File: src/rtl/tile_map_renderer.sv
// tile_map_renderer: writable 2-bit tile-map background renderer with a
// self-initialising map, a game-logic map port and animated flower tiles.
module tile_map_renderer #(
    parameter int H_START   = 144,
    parameter int V_START   = 31,
    parameter int H_ACTIVE  = 640,
    parameter int V_ACTIVE  = 480,
    parameter int TILE_LOG2 = 5,
    parameter int TEX_LOG2  = 4,
    parameter int MAP_COLS  = 20,
    parameter int MAP_ROWS  = 15,
    parameter int ANIM_BITS = 4
) (
    input  logic                                 clk,
    input  logic                                 rst_n,
    input  logic [9:0]                           h_count,
    input  logic [9:0]                           v_count,
    input  logic                                 anim_tick,
    input  logic                                 map_we,
    input  logic [$clog2(MAP_COLS*MAP_ROWS)-1:0] map_addr,
    input  logic [1:0]                           map_wdata,
    output logic [1:0]                           map_rdata,
    output logic                                 map_ready,
    output logic [1:0]                           tex_id,
    output logic [2*TEX_LOG2-1:0]                tex_addr,
    input  logic [7:0]                           tex_data,
    output logic [ANIM_BITS-1:0]                 anim_frame,
    output logic [7:0]                           color
);

    localparam int N  = MAP_COLS * MAP_ROWS;
    localparam int AW = $clog2(N);
    localparam int TL = TEX_LOG2;

    typedef enum logic {
        ST_INIT = 1'b0,
        ST_RUN  = 1'b1
    } state_t;

    state_t state_q, state_d;

    logic [1:0] mem [N];

    logic [AW-1:0]        init_addr_q, init_addr_d;
    logic [9:0]           init_col_q, init_col_d;
    logic [9:0]           init_row_q, init_row_d;
    logic                 map_ready_q, map_ready_d;
    logic [1:0]           map_rdata_q, map_rdata_d;
    logic [ANIM_BITS-1:0] anim_q, anim_d;

    logic          run;
    logic          b_in_range;
    logic          wr_en;
    logic [AW-1:0] wr_addr;
    logic [1:0]    wr_data;

    logic [9:0]    px, py, col, row;
    logic          active;

    logic [AW-1:0] s0_addr_q, s0_addr_d;
    logic [TL-1:0] s0_tx_q, s0_tx_d, s0_ty_q, s0_ty_d;
    logic          s0_sub_q, s0_sub_d, s0_in_q, s0_in_d;

    logic [1:0]    ram_q;

    logic [TL-1:0] s1_tx_q, s1_ty_q;
    logic          s1_sub_q, s1_in_q;

    logic [TL-1:0] s2_tx_q, s2_ty_q;
    logic          s2_sub_q, s2_in_q;
    logic [1:0]    s2_tile_q;

    logic [TL-1:0]   tx;
    logic [1:0]      tex_id_q, tex_id_d;
    logic [2*TL-1:0] tex_addr_q, tex_addr_d;
    logic            s3_in_q, black_q, black_d;
    logic [7:0]      color_q, color_d;

    assign run        = (state_q == ST_RUN);
    assign b_in_range = ({1'b0, map_addr} < (AW+1)'(N));

    // Init sequencer: one cell per clock, then RUN until reset
    always_comb begin
        state_d     = state_q;
        init_addr_d = init_addr_q;
        init_col_d  = init_col_q;
        init_row_d  = init_row_q;
        unique case (state_q)
            ST_INIT: begin
                if (init_addr_q == AW'(N - 1)) begin
                    state_d = ST_RUN;
                end else begin
                    init_addr_d = init_addr_q + AW'(1);
                    if (init_col_q == 10'(MAP_COLS - 1)) begin
                        init_col_d = '0;
                        init_row_d = init_row_q + 10'd1;
                    end else begin
                        init_col_d = init_col_q + 10'd1;
                    end
                end
            end
            ST_RUN: begin
                state_d = ST_RUN;
            end
            default: begin
                state_d = ST_INIT;
            end
        endcase
    end

    // Single map write port shared by the init sequencer and port B
    always_comb begin
        wr_en   = 1'b0;
        wr_addr = '0;
        wr_data = '0;
        if (!run) begin
            wr_en   = 1'b1;
            wr_addr = init_addr_q;
            wr_data = (init_row_q == '0 || init_col_q == '0 ||
                       init_row_q == 10'(MAP_ROWS - 1) ||
                       init_col_q == 10'(MAP_COLS - 1)) ? 2'd1 : 2'd0;
        end else if (map_we && b_in_range) begin
            wr_en   = 1'b1;
            wr_addr = map_addr;
            wr_data = map_wdata;
        end
    end

    // Port B query, animation counter and ready flag
    always_comb begin
        map_rdata_d = map_rdata_q;
        anim_d      = anim_q;
        map_ready_d = run;
        if (run && !map_we) begin
            map_rdata_d = b_in_range ? mem[map_addr] : 2'd0;
        end
        if (run && anim_tick) begin
            anim_d = anim_q + ANIM_BITS'(1);
        end
    end

    // S0: screen position to tile address and in-tile texel
    always_comb begin
        px     = h_count - 10'(H_START);
        py     = v_count - 10'(V_START);
        col    = px >> TILE_LOG2;
        row    = py >> TILE_LOG2;
        active = ({1'b0, h_count} >= 11'(H_START)) &&
                 ({1'b0, h_count} <  11'(H_START + H_ACTIVE)) &&
                 ({1'b0, v_count} >= 11'(V_START)) &&
                 ({1'b0, v_count} <  11'(V_START + V_ACTIVE));
        s0_in_d   = active && (col < 10'(MAP_COLS)) && (row < 10'(MAP_ROWS));
        s0_addr_d = s0_in_d ? AW'(row * MAP_COLS + col) : '0;
        s0_tx_d   = px[TL-1:0];
        s0_ty_d   = py[TL-1:0];
        s0_sub_d  = (px[3] == py[3]);
    end

    // S2: tile type to texture select, flower pattern and mirroring
    always_comb begin
        tx       = s2_tx_q;
        tex_id_d = 2'd0;
        black_d  = 1'b0;
        unique case (s2_tile_q)
            2'd0: tex_id_d = 2'd0;
            2'd1: tex_id_d = 2'd1;
            2'd2: begin
                if (s2_sub_q) begin
                    tex_id_d = 2'd2;
                    if (!anim_q[ANIM_BITS-1]) begin
                        tx = ~s2_tx_q;
                    end
                end
            end
            2'd3: black_d = 1'b1;
            default: tex_id_d = 2'd0;
        endcase
        tex_addr_d = {s2_ty_q, tx};
        color_d    = (s3_in_q && !black_q && run) ? tex_data : 8'h00;
    end

    // Map RAM has no reset; render read is read-first against the write port
    always_ff @(posedge clk) begin
        if (wr_en) begin
            mem[wr_addr] <= wr_data;
        end
        ram_q <= mem[s0_addr_q];
    end

    // Control state and render pipeline registers
    always_ff @(posedge clk or negedge rst_n) begin
        if (!rst_n) begin
            state_q     <= ST_INIT;
            init_addr_q <= '0;
            init_col_q  <= '0;
            init_row_q  <= '0;
            map_ready_q <= 1'b0;
            map_rdata_q <= '0;
            anim_q      <= '0;
            s0_addr_q   <= '0;
            s0_tx_q     <= '0;
            s0_ty_q     <= '0;
            s0_sub_q    <= 1'b0;
            s0_in_q     <= 1'b0;
            s1_tx_q     <= '0;
            s1_ty_q     <= '0;
            s1_sub_q    <= 1'b0;
            s1_in_q     <= 1'b0;
            s2_tx_q     <= '0;
            s2_ty_q     <= '0;
            s2_sub_q    <= 1'b0;
            s2_in_q     <= 1'b0;
            s2_tile_q   <= '0;
            tex_id_q    <= '0;
            tex_addr_q  <= '0;
            s3_in_q     <= 1'b0;
            black_q     <= 1'b0;
            color_q     <= '0;
        end else begin
            state_q     <= state_d;
            init_addr_q <= init_addr_d;
            init_col_q  <= init_col_d;
            init_row_q  <= init_row_d;
            map_ready_q <= map_ready_d;
            map_rdata_q <= map_rdata_d;
            anim_q      <= anim_d;
            s0_addr_q   <= s0_addr_d;
            s0_tx_q     <= s0_tx_d;
            s0_ty_q     <= s0_ty_d;
            s0_sub_q    <= s0_sub_d;
            s0_in_q     <= s0_in_d;
            s1_tx_q     <= s0_tx_q;
            s1_ty_q     <= s0_ty_q;
            s1_sub_q    <= s0_sub_q;
            s1_in_q     <= s0_in_q;
            s2_tx_q     <= s1_tx_q;
            s2_ty_q     <= s1_ty_q;
            s2_sub_q    <= s1_sub_q;
            s2_in_q     <= s1_in_q;
            s2_tile_q   <= ram_q;
            tex_id_q    <= tex_id_d;
            tex_addr_q  <= tex_addr_d;
            s3_in_q     <= s2_in_q;
            black_q     <= black_d;
            color_q     <= color_d;
        end
    end

    assign map_rdata  = map_rdata_q;
    assign map_ready  = map_ready_q;
    assign tex_id     = tex_id_q;
    assign tex_addr   = tex_addr_q;
    assign anim_frame = anim_q;
    assign color      = color_q;

endmodule

File: config.mk
export PLATFORM = sky130hd
export DESIGN_NAME = tile_map_renderer
export DESIGN_NICKNAME = d
export VERILOG_FILES = /design/src/rtl/tile_map_renderer.sv
export SDC_FILE = /design/constraint.sdc
export NUM_CORES = 1
export LEC_CHECK = 0
export CORE_MARGIN = 4
export CORE_UTILIZATION = 25
export CTS_BUF_LIST = sky130_fd_sc_hd__clkbuf_8
export CTS_CLUSTER_DIAMETER = 60
export CTS_CLUSTER_SIZE = 10
export DETAILED_ROUTE_END_ITERATION = 12
export GPL_ROUTABILITY_DRIVEN = 1
export GPL_TIMING_DRIVEN = 0
export PLACE_DENSITY = 0.44
export SETUP_SLACK_MARGIN = 0.5
export SYNTH_ARGS = -nofsm -noshare
export SYNTH_HDL_FRONTEND = slang
export SYNTH_SLANG_ARGS = --single-unit
File: constraint.sdc
create_clock -name clk -period 17.2 [get_ports clk]
set_input_delay 1.72 -clock clk [delete_from_list [all_inputs] [get_ports clk]]
set_output_delay 1.72 -clock clk [all_outputs]
set_load 0.05 [all_outputs]
==> impl_metrics.env <==
export IMPL_violations="max-capacitance violations, max-slew violations"
export IMPL_cts_tree="built"
export IMPL_synth_cell_types=67
export IMPL_end_kind="register"
export IMPL_grt_pass1_wl_mm=190
export IMPL_dp_hpwl_mm=96.2
export IMPL_synth_area_um2=33500
export IMPL_gp_congestion=0.947
export IMPL_routedWlPerCell_um=34.1
export IMPL_fp_dieW_um=374
export IMPL_drtIter0Drc=2752
export IMPL_core_area_um2=133000
export IMPL_grtUsageTotal_pct=19.4
export IMPL_finalWirelength_mm=140
export IMPL_antenna_found_initial=3
export IMPL_whs_ps=335
export IMPL_p_leak_nw=11.7
export IMPL_criticalPathCategory="input port to register"
export IMPL_cts_root_buffer="clkbuf_8"
export IMPL_required_ps=17640
export IMPL_maxSlewHeadroom_pct=-0.187
export IMPL_cts_inserted_buffers=84
export IMPL_syn_area_per_cell_um2=15.7
export IMPL_cp_max_fo=10
export IMPL_vdd_drop_max_mv=0.0483
export IMPL_vias_per_cell=5.46
export IMPL_die_height_um=374
export IMPL_worst_slew_pin_slew_ps=1500
export IMPL_yosys_warnings=0
export IMPL_drcViolationCount=0
export IMPL_async_reset_ff_share_pct=14.0
export IMPL_post_cts_buffers=0
export IMPL_cap_violations=2
export IMPL_ys_flop_type="edfxtp_1"
export IMPL_power_density_nw_per_um2=87.6
export IMPL_synth_edff_count=600
export IMPL_ys_ff_latch=700
export IMPL_rsz0062_at_grt="false"
export IMPL_cp_start_kind="input port"
export IMPL_postPlaceCellArea_um2=36700
export IMPL_synth_nets=2199
export IMPL_fin_crit_sh_pct=42.6
export IMPL_placed_cells=3980
export IMPL_io_buffers=65
export IMPL_area_delta_synth_final_pct=14.0
export IMPL_htree_levels=3
export IMPL_period_minus_slack_ps=7330
export IMPL_drtAntennaViolNets=0
export IMPL_nets=2364
export IMPL_cts_buffer_depth=3
export IMPL_power_total_w=0.00335
export IMPL_clock_sinks=700
export IMPL_outcome="complete, but fails checks"
export IMPL_gr_total_overflow=0
export IMPL_final_max_slew_viol_count=10
export IMPL_clk_pin_slew_ps=70
export IMPL_clk_latency_ps=780
export IMPL_final_cells=4102
export IMPL_setup_violations=0
export IMPL_initial_core_util_pct=25.2
export IMPL_drt_first_pass_iters=8
export IMPL_cp_data_arrival_time_ps=7770
export IMPL_hold_class="register to register"
export IMPL_num_fill_cells=13400
export IMPL_num_vias=22400
export IMPL_post_cts_resized=0
export IMPL_rows=134
export IMPL_fmax_ghz=0.136
export IMPL_syn_inst=2133
export IMPL_dieArea_um2=140000
export IMPL_fin_skew_ps=60.8
export IMPL_grt_start_max_net_pins=78
export IMPL_drive_gt1_share_pct=21.3
export IMPL_ioPinCount=68
export IMPL_finalSetupTns_ps=0
export IMPL_hold_buffers=0
export IMPL_hold_viol=0
export IMPL_seq_area_frac_synth_pct=61.2
export IMPL_first_global_vias=22800
export IMPL_design_area_um2=38200
## cells by family after synthesis
logic type | Yosys count | share of synthesized area (%)
flip-flops | 700 | 61.2
AND/OR/NAND/NOR | 532 | 6.74
multiplexers | 406 | 22.3
AO/OA/AOI/OAI | 246 | 5.12
buffers and inverters | 179 | 2.53
XOR/XNOR | 47 | 1.23
adder cells (fa/ha/maj) | 23 | 0.903
## per-layer routing
metal  track usage (%)  wire (um)
met5                 0          9
met4              9.38       7530
met3              4.22      12300
met2              30.5      63500
met1              25.6      56400
## worst paths after layout
path / startpoint / end / slack [ps] / depth (start not counted)
max in group asynchronous: rst_n / tex_addr[7]$_DFF_PN0_ / 15440 / 2
min: ram_q[1]$_DFF_P_ / s2_tile_q[1]$_DFF_PN0_ / 340 / 0
min reg2reg: ram_q[1]$_DFF_P_ / s2_tile_q[1]$_DFF_PN0_ / 340 / 0
max: map_addr[2] / mem[39][1]$_DFFE_PP_ / 9870 / 9
min in group asynchronous: rst_n / map_ready_d$_DFF_PN0_ / 1050 / 1
max reg2reg: s0_addr_q[4]$_DFF_PN0_ / ram_q[0]$_DFF_P_ / 12280 / 9
## layout make-up
cell class	instances	area, um2	share of cell area (%)
Buffer	154	768	2.01
Clock buffer	88	1210	3.17
Sequential cell	700	20500	53.7
Clock inverter	31	255	0.668
Inverter	25	93.8	0.246
Antenna cell	3	7.51	0.0196
Timing Repair Buffer	79	948	2.48
Tap cell	1768	2210	5.79
Multi-Input combinational cell	1254	12200	31.9
## power by group
group          switching [W]  total [W]  internal, W  leakage, nW
sequential        0.00000939    0.00184      0.00183         6.68
combinational       0.000236   0.000340     0.000104         4.21
clock               0.000639    0.00116     0.000526        0.794
## placed cells by master, fill, tap and decap left out, types with 11 or more instances in the layout
cell	instances
and2_1	11
xnor2_1	32
a22oi_1	14
clkbuf_2	11
mux2_2	23
ha_1	21
dfrtp_1	98
clkbuf_8	88
a21oi_1	50
clkdlybuf4s50_1	64
o221ai_1	37
buf_4	24
inv_1	40
nand3_1	24
mux2i_1	112
o22ai_1	17
nor2_1	343
a211oi_1	13
a221oi_1	16
clkbuf_1	77
edfxtp_1	600
buf_2	30
o21ai_0	43
mux4_2	271
xor2_1	15
nand2_1	77
## worst max-delay path, stage by stage
cell and delay (ps):
clkdlybuf4s50_1 570, clkbuf_1 720, nor2b_1 210, clkbuf_1 1020, clkbuf_1 1160, a31o_2 350, nand2_1 740, clkbuf_1 810
nor2_1 410
## stage by stage
step | utilization (%) | setup WS [ps]
final | 28.7 | 9870
after global routing | 28.7 | 10050
after floorplan | - | 1740
after detailed placement | 27.6 | 9320
after global placement | 27.3 | -13000
after CTS | 28.7 | 10160
## synthesized netlist by cell type, types with 5 or more instances
cell type	count	area share [%]
nand3_1	24	0.36
a221oi_1	16	0.42
buf_4	23	0.51
dfrtp_1	98	7.3
nor4_1	6	0.11
o22ai_1	17	0.32
nand2b_1	6	0.11
a21oi_1	50	0.75
mux4_2	271	18
buf_1	6	0.067
a22o_1	7	0.18
nor3b_1	8	0.18
nor2b_1	9	0.17
o2bb2ai_1	5	0.13
ha_1	21	0.78
clkbuf_1	88	0.99
nor3_1	9	0.13
mux2_2	23	0.77
mux2i_1	112	3.3
o21ai_0	44	0.66
xnor2_1	32	0.84
and2_1	11	0.21
buf_2	30	0.45
nand4_1	9	0.17
or3_1	6	0.11
and3_1	9	0.17
nor2_1	344	3.9
a211oi_1	13	0.29
buf_6	7	0.24
xor2_1	15	0.39
nand2_1	77	0.86
a22oi_1	14	0.31
o221ai_1	37	0.97
inv_1	25	0.28
edfxtp_1	600	54
## registers in the layout, summed over array words and instances (netlist names), 8 cells and up
signal	flops
color	8
init_addr_q	9
init_col_q	10
init_row_q	10
mem	600
s0_addr_q	9
tex_addr	8
(Power assumes the default switching activity.)
